==> config.mk <==
export PLATFORM = sky130hd
export DESIGN_NAME = mem_access_unit
export DESIGN_NICKNAME = d
export VERILOG_FILES = /design/src/rtl/mem_access_unit.sv
export SDC_FILE = /design/constraint.sdc
export NUM_CORES = 1
export LEC_CHECK = 0
export CORE_UTILIZATION = 47
export DETAILED_ROUTE_END_ITERATION = 8
export PLACE_DENSITY = 0.83
export SLEW_MARGIN = 30
export SYNTH_ARGS = -nofsm -noshare
export SYNTH_HDL_FRONTEND = slang
export SYNTH_SLANG_ARGS = --single-unit
==> constraint.sdc <==
create_clock -name clk -period 2.7 [get_ports clk]
set_input_delay 0.27 -clock clk [delete_from_list [all_inputs] [get_ports clk]]
set_output_delay 0.27 -clock clk [all_outputs]
set_load 0.005 [all_outputs]
==> src/rtl/mem_access_unit.sv <==
// Memory-stage access engine: runs one req/ack bus transaction per load/store,
// stalls the front of the pipeline meanwhile, and registers the write-back fields.
module mem_access_unit #(
    parameter int TIMEOUT = 15
) (
    input  logic        clk,
    input  logic        clrn,
    input  logic        MEMwreg,
    input  logic        MEMm2reg,
    input  logic        MEMwmem,
    input  logic [4:0]  MEMwn,
    input  logic [31:0] MEMaluResult,
    input  logic [31:0] MEMdi,
    output logic        bus_req,
    output logic        bus_we,
    output logic [31:0] bus_addr,
    output logic [31:0] bus_wdata,
    input  logic [31:0] bus_rdata,
    input  logic        bus_ack,
    input  logic        bus_err,
    output logic        stall,
    output logic        wb_wreg,
    output logic [4:0]  wb_wn,
    output logic [31:0] wb_data,
    output logic        align_err,
    output logic        mem_fault
);

    typedef enum logic [1:0] {
        S_IDLE = 2'd0,
        S_BUSY = 2'd1,
        S_RESP = 2'd2
    } state_t;

    localparam logic [7:0] CNT_LAST = 8'(TIMEOUT - 1);

    state_t      state_q, state_d;
    logic [7:0]  cnt_q, cnt_d;
    logic        bus_req_q, bus_req_d;
    logic        bus_we_q, bus_we_d;
    logic [31:0] bus_addr_q, bus_addr_d;
    logic [31:0] bus_wdata_q, bus_wdata_d;
    logic [4:0]  wn_q, wn_d;
    logic        lwreg_q, lwreg_d;
    logic [31:0] rdata_q, rdata_d;
    logic        fault_q, fault_d;
    logic        wb_wreg_q, wb_wreg_d;
    logic [4:0]  wb_wn_q, wb_wn_d;
    logic [31:0] wb_data_q, wb_data_d;
    logic        align_err_q, align_err_d;
    logic        mem_fault_q, mem_fault_d;

    logic mem_op;
    logic aligned;

    assign mem_op  = MEMm2reg | MEMwmem;
    assign aligned = (MEMaluResult[1:0] == 2'b00);

    // Gated by clrn so the pipeline is never held while the unit is in reset.
    assign stall = clrn & (((state_q == S_IDLE) & mem_op & aligned) | (state_q == S_BUSY));

    always_comb begin
        state_d     = state_q;
        cnt_d       = cnt_q;
        bus_req_d   = bus_req_q;
        bus_we_d    = bus_we_q;
        bus_addr_d  = bus_addr_q;
        bus_wdata_d = bus_wdata_q;
        wn_d        = wn_q;
        lwreg_d     = lwreg_q;
        rdata_d     = rdata_q;
        fault_d     = fault_q;
        wb_wreg_d   = wb_wreg_q;
        wb_wn_d     = wb_wn_q;
        wb_data_d   = wb_data_q;
        align_err_d = 1'b0;
        mem_fault_d = 1'b0;

        case (state_q)
            S_IDLE: begin
                if (!mem_op) begin
                    wb_wreg_d = MEMwreg;
                    wb_wn_d   = MEMwn;
                    wb_data_d = MEMaluResult;
                end else if (!aligned) begin
                    align_err_d = 1'b1;
                    wb_wreg_d   = 1'b0;
                    wb_wn_d     = MEMwn;
                    wb_data_d   = MEMaluResult;
                end else begin
                    // A store wins when both m2reg and wmem are set.
                    bus_req_d   = 1'b1;
                    bus_we_d    = MEMwmem;
                    bus_addr_d  = {MEMaluResult[31:2], 2'b00};
                    bus_wdata_d = MEMdi;
                    wn_d        = MEMwn;
                    lwreg_d     = MEMwreg & MEMm2reg;
                    fault_d     = 1'b0;
                    cnt_d       = 8'd0;
                    wb_wreg_d   = 1'b0;
                    state_d     = S_BUSY;
                end
            end

            S_BUSY: begin
                if (bus_err) begin
                    fault_d   = 1'b1;
                    bus_req_d = 1'b0;
                    state_d   = S_RESP;
                end else if (bus_ack) begin
                    rdata_d   = bus_rdata;
                    fault_d   = 1'b0;
                    bus_req_d = 1'b0;
                    state_d   = S_RESP;
                end else if (cnt_q == CNT_LAST) begin
                    fault_d   = 1'b1;
                    bus_req_d = 1'b0;
                    state_d   = S_RESP;
                end else begin
                    cnt_d = cnt_q + 8'd1;
                end
            end

            S_RESP: begin
                wb_wreg_d   = lwreg_q & ~fault_q;
                wb_wn_d     = wn_q;
                wb_data_d   = bus_we_q ? bus_addr_q : rdata_q;
                mem_fault_d = fault_q;
                state_d     = S_IDLE;
            end

            default: begin
                state_d = S_IDLE;
            end
        endcase
    end

    always_ff @(posedge clk or negedge clrn) begin
        if (!clrn) begin
            state_q     <= S_IDLE;
            cnt_q       <= 8'd0;
            bus_req_q   <= 1'b0;
            bus_we_q    <= 1'b0;
            bus_addr_q  <= 32'd0;
            bus_wdata_q <= 32'd0;
            wn_q        <= 5'd0;
            lwreg_q     <= 1'b0;
            rdata_q     <= 32'd0;
            fault_q     <= 1'b0;
            wb_wreg_q   <= 1'b0;
            wb_wn_q     <= 5'd0;
            wb_data_q   <= 32'd0;
            align_err_q <= 1'b0;
            mem_fault_q <= 1'b0;
        end else begin
            state_q     <= state_d;
            cnt_q       <= cnt_d;
            bus_req_q   <= bus_req_d;
            bus_we_q    <= bus_we_d;
            bus_addr_q  <= bus_addr_d;
            bus_wdata_q <= bus_wdata_d;
            wn_q        <= wn_d;
            lwreg_q     <= lwreg_d;
            rdata_q     <= rdata_d;
            fault_q     <= fault_d;
            wb_wreg_q   <= wb_wreg_d;
            wb_wn_q     <= wb_wn_d;
            wb_data_q   <= wb_data_d;
            align_err_q <= align_err_d;
            mem_fault_q <= mem_fault_d;
        end
    end

    assign bus_req   = bus_req_q;
    assign bus_we    = bus_we_q;
    assign bus_addr  = bus_addr_q;
    assign bus_wdata = bus_wdata_q;
    assign wb_wreg   = wb_wreg_q;
    assign wb_wn     = wb_wn_q;
    assign wb_data   = wb_data_q;
    assign align_err = align_err_q;
    assign mem_fault = mem_fault_q;

endmodule

==> results.yml <==
place:
  dp_hpwl_um: 11200
  finalWeightedCongestion: 0.796
  dpl.cell_count: 899
  port_buffers: 212
logic_synthesis:
  synth_top_area_share: 0.570
  synth_cells: 531
  ys_ff_latch: 153
  async_reset_ff_frac: 1.00
  synth_edf_count: 0
  syn_avg_cell_area_sq_um: 12.7
  ys_top_cells_by_area: "dfrtp_1 (57%), mux2_4 (9.6%), mux2_2 (9.6%), mux2i_1 (5.4%), o21ai_0 (3.1%)"
  yosys_most_used_dff: "dfrtp_1"
  syn-cell-area_sq_um: 6720
  synth_area_leader_cell: "dfrtp_1"
  synth-seq-area-share: 0.570
  yosysWarnings: 0
  yosysUniqueCellTypes: 39
layout:
  nets: 849
  drive_gt1_frac: 0.193
  final_cell_count_no_fill: 928
  final_common_cell: "clkdlybuf4s50_1"
  area_growth_pct: 41.6
  final_cell_mix: "clkdlybuf4s50_1 (211), dfrtp_1 (152), mux2_2 (57)"
  fin_util: 0.683
  n_antenna_cell: 0
  nFillCells: 989
global_routing:
  grt_max_degree: 77
  antenna_found_initial: 0
  grt_pass1_wl_um: 26300
  grt_overflow_total: 0
  grt_use_total: 0.233
  first_global_vias: 5242
timing:
  rsz0062_at_grt: "false"
  max_freq_mhz: 391
  fin_crit_ns: 2.56
  maxSlewHeadroom: 0.426
  worstMarginPinSlew_ns: 0.862
  final_max_slew_viol_count: 0
  whs_ns: 0.222
  post-route-period-util: 0.947
  setup_viol: 0
  hold_violations: 0
  skew_ns: 0.00474
  setup_tns_ns: 0
detailed_routing:
  ant_nets: 0
  dr.pass1.iters: 4
  via_per_inst: 5.33
  drc: 0
  vias: 4947
  routed_wl_um: 16300
  drt_iter0_drc: 207
  drt-wirelength-per-cell_um: 17.6
power_and_ir_drop:
  ir_worst_vdd_v: 0.000483
  leakage_nw: 4.23
  p_per_area_nw_per_um2: 772
clock_tree:
  cts_buffers: 17
  clk_path_buf_depth: 2
  tritoncts: "built"
  clock_latency_ns: 0.41
  htree_levels: 4
  cts_sinks: 153
  root_buffer: "clkbuf_16"
  cts.clk_slew.worst_paths_ns: 0.06
  post-cts-setup-buffer-count: 0
  cts_resized: 0
critical_path:
  cp_max_fo: 4
  critPathMaxStageDelay_ns: 0.56
  worstRegToRegCells: 6
  arrival_ns: 2.29
  end_kind: "output port"
  crit_required_ns: 2.43
  slowest_stage: "clkdlybuf4s50_1"
  crit_top_cell: "clkdlybuf4s50_1"
  cp-start-kind: "input pin"
  worstReg2RegEnd: "cnt_q[7]$_DFFE_PN0P_"
  r2r_start: "cnt_q[0]$_DFFE_PN0P_"
  path_class: "input pin to output port"
  r2r_setup_slack_ns: 0.47
  worstPathCellList: "clkdlybuf4s50_1 -> or2_0 -> or4_4 -> a21boi_0 -> clkdlybuf4s50_1"
floorplanning:
  dieArea_sq_um: 14800
  die_h_um: 122
  rows: 43
  die_w_um: 122
  initial_core_util: 0.482
  core_sq_um: 13900
  io_pins: 215
status:
  status: "complete, no violations"
job:
  maxCapViolations: 0
min_path:
  hold_class: "input pin to asynchronous set/reset pin"
-- critical path: cells and delay by family --
kind,cells,cell delay (ns)
buffers and inverters,2,1.01
AO/OA/AOI/OAI,1,0.18
AND/OR/NAND/NOR,2,0.82
-- per-layer routing --
layer  up-vias  GRT usage  part of all wire
met1      2477      0.280              0.41
met5         -          0                 0
li1       2269          -                 -
met3        18     0.0810             0.081
met4         0     0.0818             0.015
met2       183      0.388              0.49
-- stage by stage --
step                power (W)  cell area [sq um]  setup slack (ns)
detailed placement    0.00535               9010            0.0691
global route          0.00773               9520            0.0558
finish                0.00735               9520             0.142
global placement      0.00525               9010             0.142
floorplan             0.00416               6720             0.769
CTS                   0.00742               9510             0.130
-- cells in the mapped netlist (2+ instances only) --
| cell type | n |
|---|---|
| a21oi_1 | 32 |
| a221o_1 | 4 |
| and2_1 | 4 |
| and3_1 | 3 |
| buf_2 | 7 |
| buf_4 | 2 |
| buf_6 | 7 |
| clkbuf_1 | 19 |
| dfrtp_1 | 153 |
| ha_1 | 2 |
| inv_1 | 5 |
| mux2_2 | 57 |
| mux2_4 | 43 |
| mux2i_1 | 36 |
| nand2_1 | 43 |
| nand2b_1 | 2 |
| nand3_1 | 7 |
| nor2_1 | 35 |
| nor2b_1 | 3 |
| nor3_1 | 4 |
| nor3b_1 | 3 |
| nor4_1 | 2 |
| o21ai_0 | 42 |
-- report_power, final --
| group | switching, W | internal, W | total, W | leakage (nW) |
|---|---|---|---|---|
| combinational | 0.000668 | 0.00137 | 0.00204 | 2.13 |
| sequential | 0.000408 | 0.00286 | 0.00327 | 1.85 |
| clock | 0.000845 | 0.00119 | 0.00204 | 0.248 |
-- worst max path at each step --
| stage | start | endpoint | cells past startpoint |
|---|---|---|---|
| after floorplan | cnt_q[0]$_DFFE_PN0P_ | cnt_q[2]$_DFFE_PN0P_ | 6 |
| after global placement | MEMaluResult[0] | stall | 5 |
| after detailed placement | MEMaluResult[0] | cnt_q[3]$_DFFE_PN0P_ | 6 |
| after CTS | MEMaluResult[0] | stall | 5 |
| after global routing | MEMaluResult[0] | stall | 5 |
| final | MEMaluResult[0] | stall | 5 |
-- kinds of logic after synthesis --
group | share of synthesized area
AOI/OAI and AO/OA | 0.0706
adders and majority gates | 0.00372
buffers and inverters | 0.0331
DFF | 0.570
muxes | 0.247
other | 0.000558
and+or+nand+nor | 0.0754
-- cell type report --
cell class	count	area, sq um	area share
clock buffer	23	468	0.0492
clock inverter	5	25.0	0.00263
inverter	5	18.8	0.00197
multi-input combinational	338	2690	0.283
sequential	153	3830	0.402
tap	180	225	0.0237
timing repair buffer	224	2260	0.237
-- flip-flops by register name, summed over array words and instances (netlist names) --
register / cells
wb_wreg: 1
wb_wn: 5
mem_fault: 1
cnt_q: 8
bus_we: 1
wn_q: 5
align_err: 1
rdata_q: 32
fault_q: 1
bus_wdata: 32
bus_addr: 30
wb_data: 32
state_q: 2
lwreg_q: 1
bus_req: 1
-- repair_timing --
action | in CTS | in global routing
hold buffers | 1 | 0
hold endpoints to repair | 9 | 0
endpoints found under the setup margin | 0 | 0
Note: power is estimated with default switching activity, not from simulation.
